<file path="src/rtl/configs_regfile.sv">
// rtl/configs_regfile.sv - double-buffered configuration register bank with streamed shadow load
// Shadow words arrive over a valid/ready stream; a one-cycle COMMIT state copies the whole shadow into the active bank.
module configs_regfile #(
  parameter int WORD_W    = 32,
  parameter int NUM_WORDS = 20,
  parameter int WRAP      = 0,
  parameter int AW        = $clog2(NUM_WORDS + 1)
) (
  input  logic                        clk,
  input  logic                        reset,
  input  logic [WORD_W-1:0]           io_d_in,
  input  logic                        io_d_valid,
  output logic                        io_d_ready,
  input  logic                        io_addr_load,
  input  logic [AW-1:0]               io_addr,
  input  logic                        io_commit,
  input  logic                        io_clr_err,
  output logic [AW-1:0]               io_ptr,
  output logic                        io_full,
  output logic                        io_done,
  output logic                        io_err,
  output logic [WORD_W*NUM_WORDS-1:0] io_configs_out
);

  typedef enum logic {
    S_LOAD   = 1'b0,
    S_COMMIT = 1'b1
  } state_e;

  localparam logic [AW-1:0] LAST_IDX = AW'(NUM_WORDS - 1);
  localparam logic [AW-1:0] FULL_IDX = AW'(NUM_WORDS);

  state_e            state_q;
  logic [AW-1:0]     ptr_q;
  logic              full_q;
  logic              done_q;
  logic              err_q;
  logic [WORD_W-1:0] shadow_q [NUM_WORDS];
  logic [WORD_W-1:0] active_q [NUM_WORDS];

  logic          in_load;
  logic          addr_ok;
  logic          addr_bad;
  logic          wr_en;
  logic          wr_last;
  logic          err_set;
  logic [AW-1:0] wr_ptr;
  logic [AW-1:0] ptr_d;

  assign io_d_ready = in_load && !full_q;

  // A legal address load redirects both the pointer and any same-cycle write.
  always_comb begin
    in_load  = (state_q == S_LOAD);
    addr_ok  = in_load && io_addr_load && (io_addr < FULL_IDX);
    addr_bad = in_load && io_addr_load && !(io_addr < FULL_IDX);
    wr_ptr   = addr_ok ? io_addr : ptr_q;
    wr_en    = io_d_valid && io_d_ready;
    wr_last  = wr_en && (wr_ptr == LAST_IDX);
    err_set  = addr_bad || (in_load && io_d_valid && full_q);
    if (wr_last) begin
      ptr_d = (WRAP != 0) ? '0 : FULL_IDX;
    end else if (wr_en) begin
      ptr_d = wr_ptr + AW'(1);
    end else begin
      ptr_d = wr_ptr;
    end
  end

  always_ff @(posedge clk or negedge reset) begin
    if (!reset) begin
      state_q  <= S_LOAD;
      ptr_q    <= '0;
      full_q   <= 1'b0;
      done_q   <= 1'b0;
      err_q    <= 1'b0;
      shadow_q <= '{default: '0};
      active_q <= '{default: '0};
    end else begin
      done_q <= wr_last;
      // A new error in the same cycle as a clear request keeps the flag set.
      err_q  <= err_set ? 1'b1 : (io_clr_err ? 1'b0 : err_q);
      case (state_q)
        S_LOAD: begin
          if (wr_en) begin
            shadow_q[wr_ptr] <= io_d_in;
          end
          ptr_q  <= ptr_d;
          full_q <= (WRAP == 0) && (ptr_d == FULL_IDX);
          if (io_commit) begin
            state_q <= S_COMMIT;
          end
        end
        S_COMMIT: begin
          active_q <= shadow_q;
          ptr_q    <= '0;
          full_q   <= 1'b0;
          state_q  <= S_LOAD;
        end
        default: state_q <= S_LOAD;
      endcase
    end
  end

  assign io_ptr  = ptr_q;
  assign io_full = full_q;
  assign io_done = done_q;
  assign io_err  = err_q;

  for (genvar k = 0; k < NUM_WORDS; k++) begin : g_out
    assign io_configs_out[k*WORD_W +: WORD_W] = active_q[k];
  end

endmodule

</file>
<file path="config.mk">
export PLATFORM = sky130hd
export DESIGN_NAME = configs_regfile
export DESIGN_NICKNAME = d
export VERILOG_FILES = /design/src/rtl/configs_regfile.sv
export SDC_FILE = /design/constraint.sdc
export NUM_CORES = 1
export LEC_CHECK = 0
export ABC_AREA = 1
export CORE_UTILIZATION = 58
export DETAILED_ROUTE_END_ITERATION = 10
export GPL_ROUTABILITY_DRIVEN = 0
export MAX_ROUTING_LAYER = met4
export PLACE_DENSITY_LB_ADDON = 0.3
export SETUP_SLACK_MARGIN = 0.02
export SYNTH_ARGS = -nofsm -noshare
export SYNTH_HDL_FRONTEND = slang
export SYNTH_SLANG_ARGS = --single-unit
</file>
<file path="constraint.sdc">
create_clock -name clk -period 6.9 [get_ports clk]
set_input_delay 1.035 -clock clk [delete_from_list [all_inputs] [get_ports clk]]
set_output_delay 1.035 -clock clk [all_outputs]
set_load 0.03 [all_outputs]
</file>
==> summary.txt <==
Timing
  – RSZ-0062 raised after global routing: false
  – Hold Fails Final Rpt: 0
  – Slew HR: 0.174
  – Max Freq: between 200 and 300 MHz
  – Tmin final: roughly 4 ns
  – Final Setup Violations: 0
  – Post-Route Skew: approximately 0.032 ns
  – Period utilization: 0.568
  – Max Slew Vio Count: 0
  – Total Neg Setup Slack: 0 ns
  – Worst-margin pin slew: roughly 1.2 ns

Pwr
  – VDD IR max: ~0.35 mV
  – Power per cell area: between 400 and 500 nW/um^2
  – Leakage power: approximately 30 nW

GRT
  – First-pass GRT wire length: roughly 220 mm
  – Met1 Use GR: 0.488
  – Vias in the first global route: approximately 35k
  – Pin count of the biggest net entering global routing: about 200
  – Total gr overflow: 0
  – GR Util met3: 0.0638
  – Antenna violations before repair: 9
  – Busiest grt layer: met2
  – GRT Overall Usage: 0.371
  – M2 GR Usage: 0.554

Finish
  – Layout area overhead: 25.2%
  – Fraction of layout cells with a size suffix above 1: 0.0520
  – Final #Nets: between 5k and 6k
  – Fin util: 0.733

Worst hold path
  – Hold Path Class: in2async

CTS
  – TritonCTS Buffers: between 100 and 150
  – Reg clk slew, reported paths: about 0.060 ns
  – Post-CTS sizing: 0
  – Root buf cell: clkbuf_16
  – Clock sink count: 1289
  – Clock tree buffer depth: 3
  – CTS tree: yes
  – Post-CTS Setup Repair Bufs: 0
  – Clk_lat worst skew: 0.72 ns
  – Hold Buf Count CTS: 0
  – H-tree Lvls: 4

Synth
  – Post-synthesis cell type count: 24
  – Syn_nets: 5000
  – Mapped cell area: between 40000 and 50000 um^2
  – Avg Cell Area, Syn: around 9.5 um^2
  – Cell count after synthesis: between 4k and 5k
  – Sequential share of the synthesized area: 0.685
  – Synth Warn #: 0
  – Number of synthesized register bits: roughly 1.3k

Critical path
  – Setup slack, reg-to-reg: 2.98 ns
  – Slowest CP cell: nand2_2
  – Arrival @ worst endpoint: 4.50 ns
  – R2R Path End: shadow_q[68]$_DFFE_PN0P_
  – Worst Reg-to-Reg Cells: 10
  – Critical path fanouts, max: between 60 and 70
  – Crit path required time: between 7 and 8 ns
  – Worst r2r src: state_q$_DFF_PN0_
  – CP bufs+invs: 2
  – Setup crit end kind: register
  – CP max stage delay: between 0.8 and 0.9 ns
  – Top delay family on crit path: simple AND/OR/NAND/NOR gates
  – Setup crit start kind: register
  – Cells along the critical path: nor2_2 > nand2_2 > nand2_1 > nand2_1 > inv_1 > ha_1 > inv_1 > nor2_1 > nand2_2 > o21ai_0
  – Critical path type: reg2reg

Placement
  – Dpl hpwl: a little under 90 mm
  – Port bufs: roughly 690

Die
  – Row Count: about 100
  – Core box area: just over 80000 um^2
  – DIE HEIGHT: around 290 um
  – DIE AREA: 82300 um^2
  – Die width: between 200 and 300 um
  – I/O pin cnt: between 600 and 700
  – Initial Utilization: 0.585

Route
  – Iteration count of the initial detailed-routing pass: 6
  – DR DRC count: 0
  – Avg WL per Cell: 22.2 um
  – Antenna-violating nets left: 0
  – Initial DRC Count: ~4.6k
  – Final WL: ~150 mm
  – Number of vias per cell: around 5.6
  – Vias after detailed routing: about 37k

Run
  – Max-cap violations: 0

Outcome
  – Status: complete, no violations
-- state kept, by name, summed over array words and instances (netlist names) --
name and count:
io_done 1, io_err 1, shadow_q 640, state_q 1, io_configs_out 640, io_full 1
io_ptr 5
-- layout make-up --
type                       instances  area, um^2
sequential                      1289       32300
fill                            5576       21500
multi-input combinational       3283       13300
timing repair buffer             744        7440
clock buffer                     194        3840
tap                             1060        1330
clock inverter                    34         495
inverter                          54         210
antenna                            3        7.51
-- power by group --
part / internal [mW] / switching (mW)
clock network: 4.21 / 2.93
logic: 3.23 / 5.13
registers: 10.2 / 2.10
-- kinds of logic (layout without fill, tap and decap cells) --
family	count (synthesis)	after routing	share of synthesized area
flip-flops	1289	1289	0.685
adder cells (fa/ha/maj)	3	3	0.000798
multiplexers	1	1	0.000213
other	0	3	0
AND/OR/NAND/NOR	2632	2632	0.213
buffers and inverters	382	1026	0.0314
XOR/XNOR	1	1	0.000186
AO/OA/AOI/OAI	646	646	0.0690
-- layer usage --
| layer | vias to the layer above | part of all wire |
|---|---|---|
| li1 | 16490 | - |
| met1 | 18509 | 0.38 |
| met2 | 1943 | 0.47 |
| met3 | 400 | 0.088 |
| met4 | 0 | 0.061 |
| met5 | - | 0 |
-- how the worst max path moves through the flow --
stage | start | to | depth (start not counted)
finish | state_q$_DFF_PN0_ | shadow_q[68]$_DFFE_PN0P_ | 10
CTS | state_q$_DFF_PN0_ | shadow_q[68]$_DFFE_PN0P_ | 10
global placement | io_addr_load | shadow_q[326]$_DFFE_PN0P_ | 12
global route | state_q$_DFF_PN0_ | shadow_q[326]$_DFFE_PN0P_ | 10
floorplan | io_addr_load | shadow_q[67]$_DFFE_PN0P_ | 13
detailed placement | io_addr[3] | shadow_q[326]$_DFFE_PN0P_ | 11
-- synthesized netlist by cell type (all sizes together) --
cell | instances | area share
a31oi | 1 | 0.00013
nand2 | 2601 | 0.21
ha | 3 | 0.00080
xor2 | 1 | 0.00019
a21oi | 2 | 0.00021
inv | 54 | 0.0043
clkbuf | 289 | 0.023
buf | 39 | 0.0040
o21ai | 643 | 0.069
nand4 | 1 | 0.00045
dfrtp | 1289 | 0.69
nor3 | 2 | 0.00045
mux2i | 1 | 0.00021
nand3 | 11 | 0.0013
nor2 | 17 | 0.0024
-- per-stage QoR --
stage	total power, mW	hold slack [ns]	worst slack, ns	std cells	instance area, um^2
after floorplan	16.3	0.450	4.03	4954	47100
after global placement	20.4	0.453	2.38	6430	54600
after detailed placement	20.6	0.457	2.26	6430	54600
after CTS	27.8	0.431	2.94	6658	58900
after global routing	29.0	0.430	2.65	6658	58900
final	27.8	0.380	2.98	6661	58900
-- cells in the final DEF, fill, tap and decap left out, types with 6 or more instances in the layout --
cell and n:
buf_4 44, buf_12 10, clkinv_1 6, clkinv_2 10, dfrtp_1 1288, nand2_1 2577
o21ai_1 36, clkdlybuf4s50_1 690, bufinv_16 9, nor2_1 8, inv_1 43, clkbuf_8 26
clkbuf_1 34, inv_6 7, nand3_1 10, clkbuf_16 134, o21ai_0 606, nand2_2 23
Note: power is estimated with default switching activity, not from simulation.
